===== src/rtl/semafor_sched.sv =====
`default_nettype none
// ============================================================================
//  Module      : semafor_sched
//  Description : Phase scheduler for a two-approach traffic light. Latches
//                pedestrian requests, grants them round-robin after a minimum
//                vehicle-green time, inserts an all-red clearance before each
//                walk phase, and handles night-blink and emergency overrides.
//  Revision    : 1.0 - initial release
// ============================================================================
module semafor_sched #(
   parameter int CLR_CYCLES       = 50,
   parameter int WALK_CYCLES      = 200,
   parameter int MIN_GREEN_CYCLES = 500,
   parameter int CNT_W            = 16
) (
   input  logic       clk,
   input  logic       reset,
   input  logic       ped_req_a,
   input  logic       ped_req_b,
   input  logic       night_en,
   input  logic       emerg,
   output logic [1:0] sel_out,
   output logic       walk_a,
   output logic       walk_b,
   output logic       pend_a,
   output logic       pend_b,
   output logic [2:0] state_o
);

   localparam logic [2:0] c_st_normal = 3'd0;
   localparam logic [2:0] c_st_clear  = 3'd1;
   localparam logic [2:0] c_st_ped_a  = 3'd2;
   localparam logic [2:0] c_st_ped_b  = 3'd3;
   localparam logic [2:0] c_st_night  = 3'd4;
   localparam logic [2:0] c_st_emerg  = 3'd5;

   localparam logic [CNT_W-1:0] c_clr_last  = CNT_W'(CLR_CYCLES - 1);
   localparam logic [CNT_W-1:0] c_walk_last = CNT_W'(WALK_CYCLES - 1);
   localparam logic [CNT_W-1:0] c_min_green = CNT_W'(MIN_GREEN_CYCLES);
   localparam logic [CNT_W-1:0] c_one       = CNT_W'(1);

   logic [2:0]       r_state, w_state_nx;
   logic [CNT_W-1:0] r_timer, w_timer_nx;
   logic [CNT_W-1:0] r_green, w_green_nx;
   logic             r_ptr, w_ptr_nx;     // round-robin pointer, 0 = A
   logic             r_win, w_win_nx;     // granted side, 0 = A
   logic             r_pend_a, w_pend_a_nx;
   logic             r_pend_b, w_pend_b_nx;
   logic [1:0]       r_sel, w_sel_nx;
   logic             r_walk_a, w_walk_a_nx;
   logic             r_walk_b, w_walk_b_nx;
   logic             w_both;

   assign w_both = r_pend_a & r_pend_b;

   // State register
   always_ff @(posedge clk or posedge reset) begin
      if (reset) r_state <= c_st_normal;
      else       r_state <= w_state_nx;
   end

   // Next-state selection and round-robin grant; emergency always wins
   always_comb begin
      w_state_nx = r_state;
      w_win_nx   = r_win;
      w_ptr_nx   = r_ptr;
      case (r_state)
         c_st_normal: begin
            if (emerg)         w_state_nx = c_st_emerg;
            else if (night_en) w_state_nx = c_st_night;
            else if (r_green == c_min_green && (r_pend_a || r_pend_b)) begin
               w_state_nx = c_st_clear;
               w_win_nx   = w_both ? r_ptr : r_pend_b;
               w_ptr_nx   = w_both ? ~r_ptr : r_ptr;
            end
         end
         c_st_clear: begin
            if (emerg)                     w_state_nx = c_st_emerg;
            else if (r_timer == c_clr_last) w_state_nx = r_win ? c_st_ped_b : c_st_ped_a;
         end
         c_st_ped_a, c_st_ped_b: begin
            // night_en is deliberately ignored here; NORMAL forwards to NIGHT
            if (emerg)                      w_state_nx = c_st_emerg;
            else if (r_timer == c_walk_last) w_state_nx = c_st_normal;
         end
         c_st_night: begin
            if (emerg)          w_state_nx = c_st_emerg;
            else if (!night_en) w_state_nx = c_st_normal;
         end
         c_st_emerg: begin
            if (!emerg) w_state_nx = c_st_normal;
         end
         default: w_state_nx = c_st_normal;
      endcase
   end

   // Timer, green counter and request-latch next values
   always_comb begin
      w_timer_nx = '0;
      if (w_state_nx == r_state && (r_state == c_st_clear ||
          r_state == c_st_ped_a || r_state == c_st_ped_b))
         w_timer_nx = r_timer + c_one;

      // Held at zero outside NORMAL so every entry to NORMAL starts from 0
      w_green_nx = '0;
      if (r_state == c_st_normal)
         w_green_nx = (r_green == c_min_green) ? r_green : r_green + c_one;

      w_pend_a_nx = r_pend_a | ped_req_a;
      if (r_state == c_st_ped_a) w_pend_a_nx = r_pend_a;
      if (w_state_nx == c_st_ped_a && r_state != c_st_ped_a) w_pend_a_nx = 1'b0;
      // An aborted winner is re-queued so it is served after the emergency
      if (w_state_nx == c_st_emerg &&
          (r_state == c_st_ped_a || (r_state == c_st_clear && !r_win)))
         w_pend_a_nx = 1'b1;

      w_pend_b_nx = r_pend_b | ped_req_b;
      if (r_state == c_st_ped_b) w_pend_b_nx = r_pend_b;
      if (w_state_nx == c_st_ped_b && r_state != c_st_ped_b) w_pend_b_nx = 1'b0;
      if (w_state_nx == c_st_emerg &&
          (r_state == c_st_ped_b || (r_state == c_st_clear && r_win)))
         w_pend_b_nx = 1'b1;
   end

   // Datapath registers
   always_ff @(posedge clk or posedge reset) begin
      if (reset) begin
         r_timer  <= '0;
         r_green  <= '0;
         r_ptr    <= 1'b0;
         r_win    <= 1'b0;
         r_pend_a <= 1'b0;
         r_pend_b <= 1'b0;
      end else begin
         r_timer  <= w_timer_nx;
         r_green  <= w_green_nx;
         r_ptr    <= w_ptr_nx;
         r_win    <= w_win_nx;
         r_pend_a <= w_pend_a_nx;
         r_pend_b <= w_pend_b_nx;
      end
   end

   // Output decode of the next state, so registered outputs track r_state
   always_comb begin
      w_sel_nx    = 2'b10;
      w_walk_a_nx = (w_state_nx == c_st_ped_a);
      w_walk_b_nx = (w_state_nx == c_st_ped_b);
      if (w_state_nx == c_st_normal)     w_sel_nx = 2'b00;
      else if (w_state_nx == c_st_night) w_sel_nx = 2'b01;
   end

   // Output registers
   always_ff @(posedge clk or posedge reset) begin
      if (reset) begin
         r_sel    <= 2'b00;
         r_walk_a <= 1'b0;
         r_walk_b <= 1'b0;
      end else begin
         r_sel    <= w_sel_nx;
         r_walk_a <= w_walk_a_nx;
         r_walk_b <= w_walk_b_nx;
      end
   end

   assign sel_out = r_sel;
   assign walk_a  = r_walk_a;
   assign walk_b  = r_walk_b;
   assign pend_a  = r_pend_a;
   assign pend_b  = r_pend_b;
   assign state_o = r_state;

endmodule
`default_nettype wire


===== config.mk =====
export PLATFORM = sky130hd
export DESIGN_NAME = semafor_sched
export DESIGN_NICKNAME = d
export VERILOG_FILES = /design/src/rtl/semafor_sched.sv
export SDC_FILE = /design/constraint.sdc
export NUM_CORES = 1
export LEC_CHECK = 0
export ABC_CLOCK_PERIOD_IN_PS = 2100
export BUFFER_PORTS_ARGS = -buffer_cell sky130_fd_sc_hd__clkbuf_2
export CORE_ASPECT_RATIO = 1.1
export CORE_UTILIZATION = 40
export CTS_BUF_LIST = sky130_fd_sc_hd__clkbuf_16
export DETAILED_ROUTE_END_ITERATION = 12
export PLACE_DENSITY_LB_ADDON = 0.3
export SYNTH_ARGS = -nofsm -noshare
export SYNTH_HDL_FRONTEND = slang
export SYNTH_SLANG_ARGS = --single-unit

===== constraint.sdc =====
create_clock -name clk -period 2.1 [get_ports clk]
set_clock_uncertainty 0.1 [all_clocks]
set_input_delay 0.42 -clock clk [delete_from_list [all_inputs] [get_ports clk]]
set_output_delay 0.42 -clock clk [all_outputs]
set_load 0.05 [all_outputs]

# ---- Yosys cells after proc, flatten, opt, wreduce, memory -nomap -nowiden
# Index checks and enable logic that the tools add are counted.
dict set report classes {
  add_sub_neg 2
  eq_ne 18
  muxes 24
  bitwise 6
  reduce_logical 19
}
# operator n
set ops {}
lappend ops {{$mux 16} 3}
lappend ops {{$add 16x1->16 const B} 2}
lappend ops {{$mux 3} 10}
lappend ops {{$eq 16x6->1 const B} 1}
lappend ops {{$eq 16x8->1 const B} 1}
lappend ops {{$eq 16x9->1 const B} 1}
lappend ops {{$pmux 3 s5} 1}
lappend ops {{$eq 3x2->1 const B} 4}
lappend ops {{$eq 3x3->1 const B} 4}
lappend ops {{$logic_and 1x1->1} 8}
lappend ops {{$mux 1} 8}
lappend ops {{$logic_not 3->1} 2}
lappend ops {{$ne 3x1->1 const B} 2}
lappend ops {{$ne 3x2->1 const B} 2}
lappend ops {{$logic_or 1x1->1} 5}
lappend ops {{$reduce_and 5->1} 1}
lappend ops {{$mux 2} 2}
lappend ops {{$reduce_and 4->1} 1}
lappend ops {{$eq 3x1->1 const B} 1}
lappend ops {{$eq 3x3->1} 1}
lappend ops {{$not 1->1} 3}
lappend ops {{$ne 2x2->1 const B} 1}
lappend ops {{$or 1x1->1} 2}
lappend ops {{$reduce_or 2->1} 1}
lappend ops {{2 further kinds} 2}
dict set report totals {
  regBits 43
  inputBits 6
  out_inout_bits 9
  wordCells 79
}

# ---- Depth between registers and ports, before layout
# Gate-level depths: netlist of the first run.
dict set report depth {
  ltp_word 10
  ltp_mapped 8
  depth_no_buf 8
}

# ---- Worst setup path before layout of the first run
# No wires, ideal clock.
dict set report synth_timing {
  kind {register -> register}
  from {reg r_state[2] (netlist: state_o[2])}
  to {reg r_sel[0] (netlist: sel_out[0])}
  setup_time_ns 0.125
  arrival_time_ns 2.058
  required_ns 1.875
  slack_ns -0.183
  path_stages_with_launch 9
  path_buffers 2
  synth_period_minus_slack_ns 2.283
  cell_sequence {dfrtp_1 > buf_6 > or3_1 > buf_2 > or3_4 > a2bb2oi_1 > o211a_1 > inv_1 > nor2_1}
}
dict set report synth_via {
  elab_cells_between_ends 22
  cone_classes {6 x eq/ne; 13 x mux; 3 x reduce/logical}
}
# element line_no
set synth_lines {}
lappend synth_lines {{from (decl)} 42} ;# logic [2:0] r_state, w_state_nx;
lappend synth_lines {{from (signal assigned)} 58} ;# if (reset) r_state <= c_st_normal;
lappend synth_lines {{from (signal assigned)} 59} ;# else r_state <= w_state_nx;
lappend synth_lines {{$eq 3x2->1} 67} ;# case (r_state)
lappend synth_lines {{$reduce_or 2->1} 67}
lappend synth_lines {{$pmux 3 s5 (*)} 67}
lappend synth_lines {{named net w_state_nx[0]} 42}
lappend synth_lines {{$eq 3x3->1} 150} ;# else if (w_state_nx == c_st_night) w_sel_nx = 2'b01;
lappend synth_lines {{$mux 2} 150}
lappend synth_lines {{$mux 2 (*)} 149} ;# if (w_state_nx == c_st_normal) w_sel_nx = 2'b00;
lappend synth_lines {{named net w_sel_nx[0]} 49} ;# logic [1:0] r_sel, w_sel_nx;
lappend synth_lines {{to (signal assigned)} 160} ;# r_sel <= w_sel_nx;
lappend synth_lines {{to (decl)} 49}
# The timed path passes the listed nets; every way through them passes the cells marked *.
# A chain may end at the register's enable or synchronous reset.

# ---- Worst setup path in the final report of the first run
dict set report layout_timing {
  from {reg r_timer[1]}
  to {reg r_walk_a (netlist: walk_a)}
}
dict set report layout_via {
  elab_chain_len 5
  elab_cells_between_ends 8
  cone_classes {3 x eq/ne; 5 x mux}
}
# element line_no
set layout_rtl {}
lappend layout_rtl {{from (decl)} 43} ;# logic [CNT_W-1:0] r_timer, w_timer_nx;
lappend layout_rtl {{from (signal assigned)} 135} ;# r_timer <= w_timer_nx;
lappend layout_rtl {{$eq 16x8->1 or $eq 16x6->1 (tied branches)} {84, 79}}
lappend layout_rtl {{$mux 3, on equally long branches} {84, 79}}
lappend layout_rtl {{$mux 3, on equally long branches} {83, 78}}
lappend layout_rtl {{$pmux 3 s5 (*)} 67}
lappend layout_rtl {{$eq 3x2->1 (*)} 147} ;# w_walk_a_nx = (w_state_nx == c_st_ped_a);
lappend layout_rtl {{named net w_walk_a_nx} 50} ;# logic r_walk_a, w_walk_a_nx;
lappend layout_rtl {{to (signal assigned)} 161} ;# r_walk_a <= w_walk_a_nx;
lappend layout_rtl {{to (decl)} 50}
# Marks and branches as above.

==> results of run 1 <==
cell usage after synthesis, types with 2 or more instances:
cell type	n	share of area
dfrtp_1	43	0.49
nand4_1	5	0.014
o21ai_0	7	0.016
a21boi_0	2	0.0069
xor2_1	15	0.060
or3_1	3	0.0086
or2_2	2	0.0057
clkbuf_1	3	0.0052
and3_1	3	0.0086
xnor2_1	11	0.044
nand3_1	10	0.023
nor4bb_1	2	0.0092
ha_1	4	0.023
and4_1	3	0.012
nor2b_1	2	0.0057
nor3_1	4	0.0092
nor2_1	42	0.072
inv_1	11	0.019
a211o_2	2	0.0092
nand2b_1	3	0.0086
a21oi_1	7	0.016
nor4_1	3	0.0086
nand2_1	24	0.041
placed cells by master, fill, tap and decap left out, types with 3 or more instances in the layout:
master     Yosys  final
clkbuf_2       0     14
dfrtp_2        0      3
or3_1          3      3
xnor2_1       11     11
nor3_1         4      4
inv_1         11     10
clkbuf_16      0      5
buf_4          1     16
nor2_1        42     40
o21ai_0        7      6
a21oi_1        7      7
dfrtp_1       43     40
nand4_1        5      5
xor2_1        15     15
and3_1         3      3
nand3_1       10     10
nand2_1       24     23
and4_1         3      3
worst reg2reg max path: stages, from the launching register on:
cell,delay (ns)
dfrtp_1,0.42
buf_6,0.14
inv_2,0.05
ha_4,0.11
and4b_1,0.17
nand4_1,0.17
nand2b_4,0.20
a211o_4,0.36
buf_6,0.13
nor2_1,0.09
metrics by stage:
step / instance area (sq um) / setup TNS (ns) / setup WS [ns]
2_1_floorplan: 2206 / -0.2227 / -0.06283
3_3_place_gp: 2430 / 0 / 0.01251
6_report: 2690 / 0 / 0.1023
5_1_grt: 2690 / 0 / 0.006321
4_1_cts: 2596 / 0 / 0.01388
3_5_place_dp: 2430 / -0.5882 / -0.04892
flip-flops by register name, summed over array words and instances, names as in the netlist:
register  count
r_green      16
r_timer      16
state_o       3
sel_out       2
pend_a        1
pend_b        1
r_ptr         1
r_win         1
walk_a        1
walk_b        1
routing by layer:
metal	vias to the layer above	wire length, um	global-route usage
met5	-	0	0
met4	0	17	0.04706
met3	2	102	0.03030
met2	20	2025	0.2888
met1	801	1920	0.2020
li1	845	-	-
layout make-up:
| class | instances | area, sq um | area share |
|---|---|---|---|
| Clock buffer | 5 | 125.1 | 0.04651 |
| Inverter | 11 | 43.79 | 0.01628 |
| Tap cell | 72 | 90.09 | 0.03349 |
| Timing Repair Buffer | 32 | 212.7 | 0.07907 |
| Multi-Input combinational cell | 169 | 1126 | 0.4186 |
| Clock inverter | 3 | 12.51 | 0.004651 |
| Sequential cell | 43 | 1080 | 0.4014 |
cell families (layout without fill, tap and decap cells):
group / count (synthesis) / after routing / share of synthesized area
and+or+nand+nor: 110 / 110 / 0.2446
DFF: 43 / 43 / 0.4926
AOI/OAI and AO/OA: 28 / 28 / 0.09622
xor gates and xnor gates: 26 / 26 / 0.1042
buffers and inverters: 17 / 51 / 0.03494
adders and majority gates: 4 / 4 / 0.02291
muxes: 1 / 1 / 0.004582
power by group through the flow:
stage	registers (mW)	logic, mW	clock network [mW]
final	0.854	0.164	0.719
after global placement	0.867	0.151	0
after detailed placement	0.868	0.152	0
after CTS	0.853	0.155	0.745
after floorplan	0.902	0.0803	0
after global routing	0.856	0.183	0.783
final timing paths:
check	endpoint	slack, ns	cells past startpoint
setup / recovery	walk_a$_DFF_PP0_	0.10	9
hold / removal	r_timer[1]$_DFF_PP0_	0.16	3
setup reg to reg	walk_a$_DFF_PP0_	0.10	9
hold reg to reg	r_ptr$_DFFE_PP0P_	0.39	1
max in group asynchronous	state_o[2]$_DFF_PP0_	1.34	3
min in group clk	state_o[2]$_DFF_PP0_	0.37	3
timing repair:
action | in CTS | in global routing
gates resized for setup | 4 | 17
setup endpoints to repair | 17 | 23
pin swaps | 4 | 9
buffers inserted | 2 | 3
hold endpoints to repair | 0 | 0
==> results.md, run 1 <==
* CTS Sinks at 43
* First-pass GRT wire length at between 7000 and 8000 um
* Starting DRC count in detailed routing at between 40 and 50
* Gr usage total at 0.1636
* DR vias/cell at ~5
* Syn_nets at ~240
* Largest net degree at the start of global routing at 44
* Io pins at 15
* Routed WL per cell at ~12 um
* CTS tree: yes
* Maximum clock frequency at between 500 and 600 MHz
* Cells after Synth at approximately 230
* Final setup viols at 0
* Crit-path cells: buf_6 -> inv_2 -> ha_4 -> and4b_1 -> nand4_1 -> nand2b_4 -> a211o_4 -> buf_6 -> nor2_1
* Synth Cell Area at about 2200 sq um
* Residual DRC count at 0
* Critical-path top delay cell: dfrtp_1
* Data arrival time of the worst path at 2.10 ns
* Syn-to-layout area delta at 23.14%
* Ys async rst share at 1.000
* Avg Cell Area, Syn at 9.540 sq um
* Nets at 272
* Cts bufs inserted at 5
* CP most frequent cell: buf_6
* Depth of the CTS H-tree at 2
* Peak VDD IR at 0.0006049 V
* Clock latency on the worst-skew pair at ~0.28 ns
* Count of state elements after synthesis at between 40 and 50
* Count of flip-flops with a built-in enable after synthesis at 0
* Setup crit end kind: register
* N_diodes at 0
* Max_slew headroom at 0.6442
* DIE AREA at approximately 5800 sq um
* RSZ-0062 raised after global routing: false
* FILL cells at 475
* Gate power share at 0.094
* Main synth FF type: dfrtp_1
* Starting Density at 0.4254
* Clock share of power at 0.414
* I/O Buffers at 14
* Synth Warn # at 0
* Root buf cell: clkbuf_16
* Critical path launch point: r_timer[1]$_DFF_PP0_
* Crit-path max FO at 3
* Core Rows at 27
* RR Startpoint: r_timer[1]$_DFF_PP0_
* Pleak at 1.149 nW
* Final WL at about 4100 um
* Drt pass-1 iters at 4
* Clock Tree Buf Depth at 2
* Vias at 1,668
* CP top delay family: simple AND/OR/NAND/NOR gates
* Die X at 72.46 um
* Worst-margin pin slew at between 0.5 and 0.6 ns
* Cts hold-fix bufs at 0
* Switching power at slightly above 400 uW
* Netlist cell types at slightly above 40
* Max-slew violation count at 0
* CORE AREA at around 5100 sq um
* Power Density at ~650 nW/um^2
* GPL Wtd Cong at slightly below 0.8
* DP HPWL at around 2900 um
* HP Class: input port to asynchronous set/reset pin
* Worst Setup Path Type: register to register
* Final Hold Fails at 0
* WP data required at roughly 2.2 ns
* Startpoint Class: register
* Grt total ovfl at 0
* Switching part of the total power at 0.2392
* Post-DRT Antenna Nets at 0
* Crit path time final at around 2 ns
* Vias in the first global route at approximately 1,700
* Finished Layout Cells at roughly 340
* Max_cap viols at 0
* Int Pwr at between 1 and 1.5 mW
* Placed insts at between 300 and 400
* Slowest stage delay, CP at approximately 0.42 ns
* Share of cells above drive strength 1 at 0.2357
* Clock slew at reported path FFs at ~0.06 ns
* Final core occ at 0.5239
* Hold_ws at about 0.16 ns
* Seq pwr share at 0.492
* Chip Height at ~80 um
* CP bufs+invs at 3
* Run status: finished, final reports clean
* Share of the yosys chip area belonging to registers at 0.4926
* Post-route clock period utilization at 0.9513
* Final Total Pwr at about 1.7 mW
* Initial antenna violation count at 0
Power figures use the tool's default switching activity.
==> run 2, diff against run 1 <==
--- a/config.mk
+++ b/config.mk
@@ -8,7 +8,7 @@
 export ABC_CLOCK_PERIOD_IN_PS = 2100
 export BUFFER_PORTS_ARGS = -buffer_cell sky130_fd_sc_hd__clkbuf_2
 export CORE_ASPECT_RATIO = 1.1
-export CORE_UTILIZATION = 40
+export CORE_UTILIZATION = 25
 export CTS_BUF_LIST = sky130_fd_sc_hd__clkbuf_16
 export DETAILED_ROUTE_END_ITERATION = 12
 export PLACE_DENSITY_LB_ADDON = 0.3
==> results.md, run 2 (synthesized netlist as in run 1, its figures left out) <==
* Run status: finished, final reports clean
* Reg2Reg Capture Point: r_timer[9]$_DFF_PP0_
* Pleak at 1.147 nW
* CTS Sinks at 43
* DP HPWL at about 3200 um
* Vias at about 1,700
* Drt pass-1 iters at 4
* Grt total ovfl at 0
* CORE AREA at 8408 sq um
* Nets at about 280
* Depth of the CTS H-tree at 2
* CP bufs+invs at 1
* Core Rows at 35
* Peak VDD IR at ~0.00029 V
* Setup crit end kind: register
* Cts bufs inserted at 5
* Max_slew headroom at 0.5760
* First-pass GRT wire length at slightly below 8000 um
* Most common cell after layout, fill and taps aside: nor2_1
* Root buf cell: clkbuf_16
* Vias in the first global route at approximately 1,700
* CTS tree: yes
* Syn-to-layout area delta at 26.35%
* Crit-path max FO at 8
* DR vias/cell at between 4 and 5
* Clock slew at reported path FFs at roughly 0.060 ns
* Final Hold Fails at 0
* Chip Height at 100.0 um
* Startpoint Class: register
* Final setup viols at 0
* Residual DRC count at 0
* Routed WL per cell at 12.00 um
* Hold_ws at 0.02447 ns
* R2R Setup Slk at 0.02 ns
* DIE AREA at 9117 sq um
* Starting DRC count in detailed routing at 44
* Clock Tree Buf Depth at 2
* Clock latency on the worst-skew pair at around 0.28 ns
* GPL Wtd Cong at 0.7535
* Placed inst area at approximately 2500 sq um
* Initial antenna violation count at 0
* Worst Setup Path Type: register to register
* Largest net degree at the start of global routing at 28
* Slowest stage delay, CP at approximately 0.43 ns
* Most frequent cells in the layout: nor2_1, dfrtp_1, nand2_1
* Data arrival time of the worst path at 2.15 ns
* Die X at about 91 um
* RSZ-0062 raised after global routing: true
* Crit-path cells: ha_2 -> nand2_2 -> or4_4 -> o41ai_4 -> buf_4 -> a211o_2 -> nor2_1
* Post-route clock period utilization at 0.9914
* Final core occ at 0.3283
* Io pins at 15
* Max_cap viols at 0
* CP top delay family: compound AO/OA/AOI/OAI gates
* Maximum clock frequency at between 400 and 500 MHz
* I/O Buffers at 14
* Share of cells above drive strength 1 at 0.2397
* R2R depth at 7
* Cts hold-fix bufs at 0
* Final instance area at 2760 sq um
* N_diodes at 0
* Crit path time final at roughly 2.1 ns
* Starting Density at 0.2598
* WP data required at around 2.2 ns
* Critical-path top delay cell: or4_4
* RR Startpoint: r_timer[1]$_DFF_PP0_
* Final WL at about 4500 um
* Max-slew violation count at 0
* HP Class: input port to asynchronous set/reset pin
* Post-DRT Antenna Nets at 0
* Worst-margin pin slew at 0.6321 ns
* Power Density at between 600 and 700 nW/um^2
* Gr usage total at 0.1093
[run 2: worst max-delay path by stage]
stage                                        to  cells past startpoint            startpoint
final                      r_timer[9]$_DFF_PP0_                      7  r_timer[1]$_DFF_PP0_
after global placement    r_timer[14]$_DFF_PP0_                      6  r_timer[1]$_DFF_PP0_
after CTS                    pend_a$_DFFE_PP0P_                      6  r_timer[0]$_DFF_PP0_
after floorplan            sel_out[0]$_DFF_PP0_                      8  state_o[2]$_DFF_PP0_
after detailed placement  r_timer[11]$_DFF_PP0_                      6  r_timer[1]$_DFF_PP0_
after global routing      r_timer[14]$_DFF_PP0_                      7  r_timer[1]$_DFF_PP0_
[run 2: cell type report]
cell class / count / area, sq um
Clock buffer: 5 / 125.1
Clock inverter: 3 / 16.27
Fill cell: 904 / 5648
Inverter: 11 / 43.79
Multi-Input combinational cell: 170 / 1112
Sequential cell: 43 / 1080
Tap cell: 111 / 138.9
Timing Repair Buffer: 35 / 244.0
[run 2: report_power, final]
part / internal, mW / switching, mW / total [mW]
clock network: 0.434 / 0.316 / 0.750
logic: 0.0575 / 0.124 / 0.181
registers: 0.842 / 0.00721 / 0.850
total: 1.33 / 0.447 / 1.78
[run 2: what timing repair did]
| action | 4_1_cts | 5_1_grt |
|---|---|---|
| resized for setup | 1 | 14 |
| gates cloned | 0 | 1 |
| pin swaps | 0 | 10 |
| buffers inserted | 0 | 3 |
| setup endpoints to repair | 16 | 23 |
[run 2: per-layer routing]
layer | track usage | share of wire
met5 | 0 | 0
met4 | 0.03907 | 0.013
met3 | 0.02803 | 0.024
met2 | 0.1772 | 0.47
met1 | 0.1418 | 0.49
[run 2: through the flow]
stage | power [mW] | TNS (ns) | instances | worst slack [ns]
4_1_cts | 1.798 | 0 | 374 | 0.008557
3_5_place_dp | 1.031 | -0.4067 | 366 | -0.04086
6_report | 1.781 | 0 | 378 | 0.01810
2_1_floorplan | 0.9820 | -0.2227 | 229 | -0.06283
5_1_grt | 1.860 | -0.8687 | 378 | -0.07689
3_3_place_gp | 1.030 | 0 | 366 | 0.004966
[run 2: worst reg2reg max path: stages, from the launching register on]
cell     delay, ns
dfrtp_1       0.37
ha_2          0.20
nand2_2       0.05
or4_4         0.43
o41ai_4       0.32
buf_4         0.19
a211o_2       0.24
nor2_1        0.07
